$ cat src/rtl/yuv444_to_422_filt_pkg.sv
`default_nettype none
// ============================================================================
// Package     : yuv_pkg
// Description : Shared constants and helpers for the 4:4:4 -> 4:2:2 chroma
//               down-converter.
// Revision    : 1.0 - initial release
// ============================================================================
package yuv_pkg;

    localparam int MODE_DROP = 0;
    localparam int MODE_AVG2 = 1;
    localparam int MODE_TAP3 = 2;

    typedef enum logic {
        PH_EVEN = 1'b0,
        PH_ODD  = 1'b1
    } phase_e;

    // 8-bit video level scaled up to a DW-bit component (DW in 8..12).
    function automatic logic [11:0] blank_level(input int base, input int dw);
        return 12'(base << (dw - 8));
    endfunction

endpackage
`default_nettype wire

$ cat src/rtl/yuv444_to_422_filt_chroma_tap3.sv
`default_nettype none
// ============================================================================
// Module      : chroma_tap3
// Description : Combinational chroma filter: drop, 2-tap average or [1 2 1]/4.
// Revision    : 1.0 - initial release
// ============================================================================
module chroma_tap3
    import yuv_pkg::*;
#(
    parameter int DW = 8
) (
    input  logic [1:0]    i_mode,
    input  logic [DW-1:0] i_prev,
    input  logic [DW-1:0] i_centre,
    input  logic [DW-1:0] i_next,
    output logic [DW-1:0] o_res
);

    logic [DW:0]   w_sum2;
    logic [DW+1:0] w_sum3;

    // Sums carry enough headroom that the rounded quotient always fits DW bits.
    assign w_sum2 = {1'b0, i_centre} + {1'b0, i_next} + (DW+1)'(1);
    assign w_sum3 = {2'b00, i_prev} + {1'b0, i_centre, 1'b0} + {2'b00, i_next} + (DW+2)'(2);

    always_comb begin
        o_res = i_centre;
        case (i_mode)
            2'(MODE_AVG2): o_res = DW'(w_sum2 >> 1);
            2'(MODE_TAP3): o_res = DW'(w_sum3 >> 2);
            default:       o_res = i_centre;
        endcase
    end

endmodule
`default_nettype wire

$ cat src/rtl/yuv444_to_422_filt.sv
`default_nettype none
// ============================================================================
// Module      : yuv444_to_422_filt
// Description : YUV 4:4:4 to 4:2:2 chroma down-converter, fixed 3-cycle latency.
// Revision    : 1.0 - initial release
// ============================================================================
module yuv444_to_422_filt
    import yuv_pkg::*;
#(
    parameter int DW       = 8,
    parameter int MODE     = 1,
    parameter bit CB_FIRST = 1'b1
) (
    input  logic          sys_clk,
    input  logic          rst_n,
    input  logic          i_vs,
    input  logic          i_hs,
    input  logic          i_de,
    input  logic [DW-1:0] i_y,
    input  logic [DW-1:0] i_cb,
    input  logic [DW-1:0] i_cr,
    output logic          o_vs,
    output logic          o_hs,
    output logic          o_de,
    output logic [DW-1:0] o_y,
    output logic [DW-1:0] o_c
);

    localparam logic [DW-1:0] c_blank_y = DW'(blank_level(16, DW));
    localparam logic [DW-1:0] c_blank_c = DW'(blank_level(128, DW));

    logic          r_p1_de, r_p1_hs, r_p1_vs;
    logic [DW-1:0] r_p1_y, r_p1_cb, r_p1_cr;
    logic          r_p2_de, r_p2_hs, r_p2_vs;
    logic [DW-1:0] r_p2_y, r_p2_cb, r_p2_cr;
    logic          r_p3_de;
    logic [DW-1:0] r_p3_cb, r_p3_cr;

    phase_e        r_phase;
    logic [DW-1:0] r_c_hold;

    logic          r_o_vs, r_o_hs, r_o_de;
    logic [DW-1:0] r_o_y, r_o_c;

    logic [DW-1:0] w_prev_cb, w_next_cb, w_prev_cr, w_next_cr;
    logic [DW-1:0] w_cb_f, w_cr_f, w_even_c, w_odd_c;
    logic          w_line_start;
    phase_e        w_phase;

    // Missing neighbours at a line edge are replaced by the centre pixel.
    assign w_prev_cb = r_p3_de ? r_p3_cb : r_p2_cb;
    assign w_next_cb = r_p1_de ? r_p1_cb : r_p2_cb;
    assign w_prev_cr = r_p3_de ? r_p3_cr : r_p2_cr;
    assign w_next_cr = r_p1_de ? r_p1_cr : r_p2_cr;

    chroma_tap3 #(.DW(DW)) u_tap_cb (
        .i_mode   (2'(MODE)),
        .i_prev   (w_prev_cb),
        .i_centre (r_p2_cb),
        .i_next   (w_next_cb),
        .o_res    (w_cb_f)
    );

    chroma_tap3 #(.DW(DW)) u_tap_cr (
        .i_mode   (2'(MODE)),
        .i_prev   (w_prev_cr),
        .i_centre (r_p2_cr),
        .i_next   (w_next_cr),
        .o_res    (w_cr_f)
    );

    assign w_line_start = r_p2_de & ~r_p3_de;
    assign w_phase      = w_line_start ? PH_EVEN : r_phase;
    assign w_even_c     = CB_FIRST ? w_cb_f : w_cr_f;
    assign w_odd_c      = CB_FIRST ? w_cr_f : w_cb_f;

    always_ff @(posedge sys_clk or negedge rst_n) begin
        if (!rst_n) begin
            r_p1_de  <= 1'b0;
            r_p1_hs  <= 1'b0;
            r_p1_vs  <= 1'b0;
            r_p1_y   <= '0;
            r_p1_cb  <= '0;
            r_p1_cr  <= '0;
            r_p2_de  <= 1'b0;
            r_p2_hs  <= 1'b0;
            r_p2_vs  <= 1'b0;
            r_p2_y   <= '0;
            r_p2_cb  <= '0;
            r_p2_cr  <= '0;
            r_p3_de  <= 1'b0;
            r_p3_cb  <= '0;
            r_p3_cr  <= '0;
            r_phase  <= PH_EVEN;
            r_c_hold <= '0;
            r_o_vs   <= 1'b0;
            r_o_hs   <= 1'b0;
            r_o_de   <= 1'b0;
            r_o_y    <= c_blank_y;
            r_o_c    <= c_blank_c;
        end else begin
            r_p1_de <= i_de;
            r_p1_hs <= i_hs;
            r_p1_vs <= i_vs;
            r_p1_y  <= i_y;
            r_p1_cb <= i_cb;
            r_p1_cr <= i_cr;
            r_p2_de <= r_p1_de;
            r_p2_hs <= r_p1_hs;
            r_p2_vs <= r_p1_vs;
            r_p2_y  <= r_p1_y;
            r_p2_cb <= r_p1_cb;
            r_p2_cr <= r_p1_cr;
            r_p3_de <= r_p2_de;
            r_p3_cb <= r_p2_cb;
            r_p3_cr <= r_p2_cr;

            r_o_de <= r_p2_de;
            r_o_hs <= r_p2_hs;
            r_o_vs <= r_p2_vs;

            if (r_p2_de) begin
                r_phase <= (w_phase == PH_EVEN) ? PH_ODD : PH_EVEN;
                r_o_y   <= r_p2_y;
                if (w_phase == PH_EVEN) begin
                    r_o_c    <= w_even_c;
                    r_c_hold <= w_odd_c;
                end else begin
                    r_o_c <= r_c_hold;
                end
            end else begin
                r_o_y <= c_blank_y;
                r_o_c <= c_blank_c;
            end
        end
    end

    assign o_vs = r_o_vs;
    assign o_hs = r_o_hs;
    assign o_de = r_o_de;
    assign o_y  = r_o_y;
    assign o_c  = r_o_c;

endmodule
`default_nettype wire
$ cat config.mk
export PLATFORM = sky130hd
export DESIGN_NAME = yuv444_to_422_filt
export DESIGN_NICKNAME = d
export VERILOG_FILES = /design/src/rtl/yuv444_to_422_filt_pkg.sv /design/src/rtl/yuv444_to_422_filt_chroma_tap3.sv /design/src/rtl/yuv444_to_422_filt.sv
export SDC_FILE = /design/constraint.sdc
export NUM_CORES = 1
export LEC_CHECK = 0
export ABC_AREA = 1
export BUFFER_PORTS_ARGS = -buffer_cell sky130_fd_sc_hd__buf_2
export CAP_MARGIN = 25
export CORE_ASPECT_RATIO = 0.6
export CORE_MARGIN = 4
export CORE_UTILIZATION = 25
export CTS_BUF_LIST = sky130_fd_sc_hd__clkbuf_16
export DETAILED_ROUTE_END_ITERATION = 12
export GPL_ROUTABILITY_DRIVEN = 0
export PLACE_DENSITY_LB_ADDON = 0.25
export SLEW_MARGIN = 10
export SYNTH_ARGS = -nofsm -noshare
export SYNTH_HDL_FRONTEND = slang
export SYNTH_HIERARCHICAL = 1
export SYNTH_SLANG_ARGS = --single-unit
$ cat constraint.sdc
create_clock -name sys_clk -period 3.07 [get_ports sys_clk]
set_input_delay 0.4605 -clock sys_clk [delete_from_list [all_inputs] [get_ports sys_clk]]
set_output_delay 0.4605 -clock sys_clk [all_outputs]
set_load 0.02 [all_outputs]
== Word level (Yosys, flattened, before mapping) ==
Cells that the tools add are included.

* Muxes and demuxes: 7
* $add $sub $neg: 4
* Reduce and logical (&&, ||, !) cells: 1
* Bitwise operators: 3

{| class="wikitable"
|+ Operators by type and width
! kind !! count
|-
| 2-to-1 mux 8 bit || 5
|-
| adder 8 x 8 -> 9 bit || 2
|-
| adder 9 x 1 -> 9 bit, second input constant || 2
|-
| 2-to-1 mux 1 bit || 2
|-
| inverter 1 bit || 2
|-
| AND reduction 2 bit || 1
|-
| AND 1 bit || 1
|}

* Logic and storage cells: 34
* Bits in registers: 82
* Output and inout bits: 19

== Logic depth before layout (Yosys ltp) ==
* Depth in word-level cells: 5
* Gate-level depth with buffers: 23
* Depth with buffers taken out: 21

== By module ==
The synthesis kept the hierarchy.

{| class="wikitable"
|+ By module, submodules not included
! module !! area each (µm²) !! cells an instance !! instances
|-
| yuv444_to_422_filt || 3256.9 || 283 || 1
|-
| chroma_tap3 (u_tap_cr) || 1166.1 || 208 || 1
|-
| chroma_tap3 (u_tap_cb) || 1157.4 || 207 || 1
|}

== Least setup slack after synthesis ==
No wires, ideal clock.

* Path type: register to register
* Start: reg r_p1_de
* End: reg r_o_c[5], in the netlist o_c[5]
* Slack: 0.882 ns
* Data required time: 2.957 ns
* Clock period less this slack: 2.188 ns
* Stages on the path, launching flop included: 17
* Arrival: 2.075 ns
* Path buffers: 1
* Path through: dfrtp_1 clkbuf_1 o21ai_0 inv_1 fa_1 inv_1 nand4_1 nand3_1 nand2_1 nand3_1 nand2_1 nand2_1 nand2_1 inv_1 nand3_1 nand2_1 inv_1

* Word-level cells in the longest chain between the ends: 5

{| class="wikitable"
|+ Ends and longest elaborated chain
! what !! line !! text
|-
| start: declaration || yuv444_to_422_filt.sv:32 || <nowiki>logic r_p1_de, r_p1_hs, r_p1_vs;</nowiki>
|-
| start signal: assignment || yuv444_to_422_filt.sv:102 || <nowiki>r_p1_de <= i_de;</nowiki>
|-
| 2-to-1 mux 8 bit || yuv444_to_422_filt.sv:52 || <nowiki>assign w_next_cb = r_p1_de ? r_p1_cb : r_p2_cb;</nowiki>
|-
| net w_next_cb[1] || yuv444_to_422_filt.sv:45 || <nowiki>logic [DW-1:0] w_prev_cb, w_next_cb, w_prev_cr, w_next_cr;</nowiki>
|-
| adder 8 x 8 -> 9 bit || yuv444_to_422_filt_chroma_tap3.sv:23 || <nowiki>assign w_sum2 = {1'b0, i_centre} + {1'b0, i_next} + (DW+1)'(1);</nowiki>
|-
| adder 9 x 1 -> 9 bit || yuv444_to_422_filt_chroma_tap3.sv:23 ||
|-
| net w_cb_f[5] || yuv444_to_422_filt.sv:46 || <nowiki>logic [DW-1:0] w_cb_f, w_cr_f, w_even_c, w_odd_c;</nowiki>
|-
| 2-to-1 mux 8 bit || yuv444_to_422_filt.sv:125 || <nowiki>if (w_phase == PH_EVEN) begin</nowiki>
|-
| 2-to-1 mux 8 bit || yuv444_to_422_filt.sv:122 || <nowiki>if (r_p2_de) begin</nowiki>
|-
| end signal: assignment || yuv444_to_422_filt.sv:126 || <nowiki>r_o_c <= w_even_c;</nowiki>
|-
| end signal: assignment || yuv444_to_422_filt.sv:129 || <nowiki>r_o_c <= r_c_hold;</nowiki>
|-
| end signal: assignment || yuv444_to_422_filt.sv:133 || <nowiki>r_o_c <= c_blank_c;</nowiki>
|-
| end: declaration || yuv444_to_422_filt.sv:43 || <nowiki>logic [DW-1:0] r_o_y, r_o_c;</nowiki>
|}

The timed path passes the listed nets, and every way through them passes these cells.
A chain may end at the register's enable or synchronous reset.

== Worst setup path in the final report ==
Same ends and word-level chain as after synthesis.

==> metrics <==
Final Instance Area 6460 um^2; first-pass GRT wire length 22.1 mm; I/O pins 48; DRC Markers 0; FILL cells 2376; initial antenna violation count 0; DP Area 6150 um^2; n_diodes 0; sequential share of the synthesized area 44.0%; post-CTS setup buffer count 0; Unique masters post-synth 30; critical path arrival 2.87 ns; DR vias 4295; core area 22000 um^2; Setup TNS 0 ns; peak supply drop 0.237 mV; nets 833; Port Buf Inserts 47; largest fanout on the critical path 10; Power Dens Cells 559 nW/um^2; RSZ-0062 raised after global routing no; Worst R2R Start r_p1_de$_DFF_PN0_; Ys Warns 6; status complete, no violations; root buf cell clkbuf_16; HPWL after detailed placement 10.4 mm; area grow syn2layout 15.8%; final hold viol count 0; die area 24900 um^2; Final ANT Viol Nets 0; vias per cell 4.12; Multi-input gate area 2580 um^2; Hold Buf Count CTS 0; CP Data Required Time 3.33 ns; endpoints failing setup 0; layout cells sized above 1 11.2%; PostCTS Resize Cnt 0; ys flop type dfrtp_1; CTS tree built; Clock Latency Late Sink 0.35 ns; Starting Density 25.3%; Setup CP Type register to register; WL/cell 12.8 um; Final Cycle Share 85.1%; maxcap violations 0; die extent in y 124 um; pins over their slew limit 0; fin crit period 2.61 ns; CP cell instances buf_4 > o21ai_0 > inv_1 > fa_1 > inv_1 > nand4_1 > nand3_1 > nand2_1 > nand3_1 > nand2_1 > nand2_1 > nand2_1 > inv_1 > nand3_1 > nand2_1 > inv_1; asr flop ratio synth 100%; fmax 383 MHz; Synth area leaders dfrtp_1, nand2_1, ha_1; Die X 201 um; Slew @ Worst Pin 0.931 ns; hold crit path type input pin to async pin; row cnt 42; GRT overflow 0; Post-Syn Area per Cell 7.99 um^2; most numerous cell in the Yosys netlist nand2_1; LEAKAGE 3.54 nW; largest net degree at the start of global routing 56; FF+latch area 2450 um^2; Critical Path Source r_p1_de$_DFF_PN0_; Yosys reg bits 98; Slew Limit Headroom 37.9%; Total GRT Usage 11.3%; post-synthesis instance area 5580 um^2; EDFF count, synth 0; Worst setup EP type register; number of global-route vias before repair 4005; # clock sinks 98; post-synthesis cell count 698; Crit-path slowest cell dfrtp_1; Commonest cells post-synth nand2_1, inv_1, dfrtp_1; CTS Buffer Depth 2; CTS Buf Count 9; Reg clk slew, reported paths 0.07 ns; Iter 0 DRT Violations 334; max incr delay on CP 0.47 ns; final WL 13.3 mm; final clock skew 0.00875 ns; First-pass DRT Iterations 5; H-tree levels 3; Critical Path Source Type register; top-area cell type share of the netlist area 43.0%; Synth area leader dfrtp_1; Most common cell on crit path nand2_1
==> flip-flops by register name, summed over array words and instances (netlist names), 8 cells and up <==
name,flops
r_p1_cb,8
r_p2_cb,8
o_c,8
r_c_hold,8
r_p3_cr,8
r_p3_cb,8
r_p1_y,8
r_p2_cr,8
o_y,8
r_p1_cr,8
r_p2_y,8
==> placed cells by master (no fill, tap or decap), types with 9 or more instances in the layout <==
master / n
a21oi_1: 23
fa_1: 14
buf_2: 46
dfrtp_1: 96
o21ai_0: 39
inv_1: 118
ha_1: 38
nand2_1: 232
nand3_1: 53
clkbuf_16: 9
nor2_1: 23
==> path summary, 6_finish.rpt <==
kind                                   endpoint  slack, ns  cells after the start
setup / recovery               o_c[5]$_DFF_PN0_       0.46                     16
hold / removal             r_p2_cr[5]$_DFF_PN0_       0.10                      1
setup reg to reg               o_c[5]$_DFF_PN0_       0.46                     16
hold reg to reg                  o_hs$_DFF_PN0_       0.35                      0
max in group asynchronous      o_y[4]$_DFF_PN1_       2.22                      2
min in group sys_clk       r_p1_cr[3]$_DFF_PN0_       0.21                      1
==> critical path, delay by kind of cell, from the launching register on <==
| kind | cells | cell delay (ns) |
|---|---|---|
| fa+ha+maj | 1 | 0.46 |
| buf+inv | 5 | 0.51 |
| compound gates | 1 | 0.46 |
| flops | 1 | 0.47 |
| simple gates | 9 | 0.61 |
==> area by class of cell <==
type	count	share of cell area, %
Clock inverter	7	1.32
Inverter	122	7.09
Sequential cell	98	38.0
Clock buffer	9	3.49
Tap cell	286	5.54
Multi-Input combinational cell	467	39.9
Timing Repair Buffer	54	4.69
==> per-layer routing <==
metal / part of all wire [%] / vias up / track usage [%] / wire length [um]
met3: 6.2 / 10 / 3.17 / 829
met1: 61 / 1929 / 19.8 / 8170
li1: - / 2255 / - / -
met4: 0.74 / 0 / 1.98 / 99
met5: 0 / - / 0 / 0
met2: 32 / 101 / 12.8 / 4230
==> stage by stage <==
| step | util, % | std cells | setup WS, ns | power [mW] | hold slack (ns) |
|---|---|---|---|---|---|
| 6_report | 29.3 | 1043 | 0.458 | 3.61 | 0.102 |
| 5_1_grt | 29.3 | 1043 | 0.191 | 3.88 | 0.147 |
| 4_1_cts | 29.3 | 1043 | 0.463 | 3.65 | 0.114 |
| 3_5_place_dp | 27.9 | 1027 | 0.488 | 2.45 | 0.335 |
| 3_3_place_gp | 27.9 | 1027 | 0.618 | 2.45 | 0.332 |
| 2_1_floorplan | - | 704 | 0.882 | 2.18 | 0.165 |
==> power breakdown <==
part	leakage, nW	switching [mW]	total, mW	internal (mW)
Clock	0.150	0.519	1.17	0.646
Combinational	2.23	0.637	0.998	0.361
Sequential	1.16	0.0654	1.45	1.39
Total	3.54	1.22	3.61	2.39
==> cell families after synthesis <==
logic type	count (synthesis)	share of synthesized area [%]
and+or+nand+nor	331	24.7
buffers and inverters	139	10.2
DFF	98	44.0
AOI/OAI and AO/OA	74	7.04
adders and majority gates	52	13.5
xor gates and xnor gates	2	0.314
other	2	0.135
No activity file was read; power rests on OpenSTA's default activity.
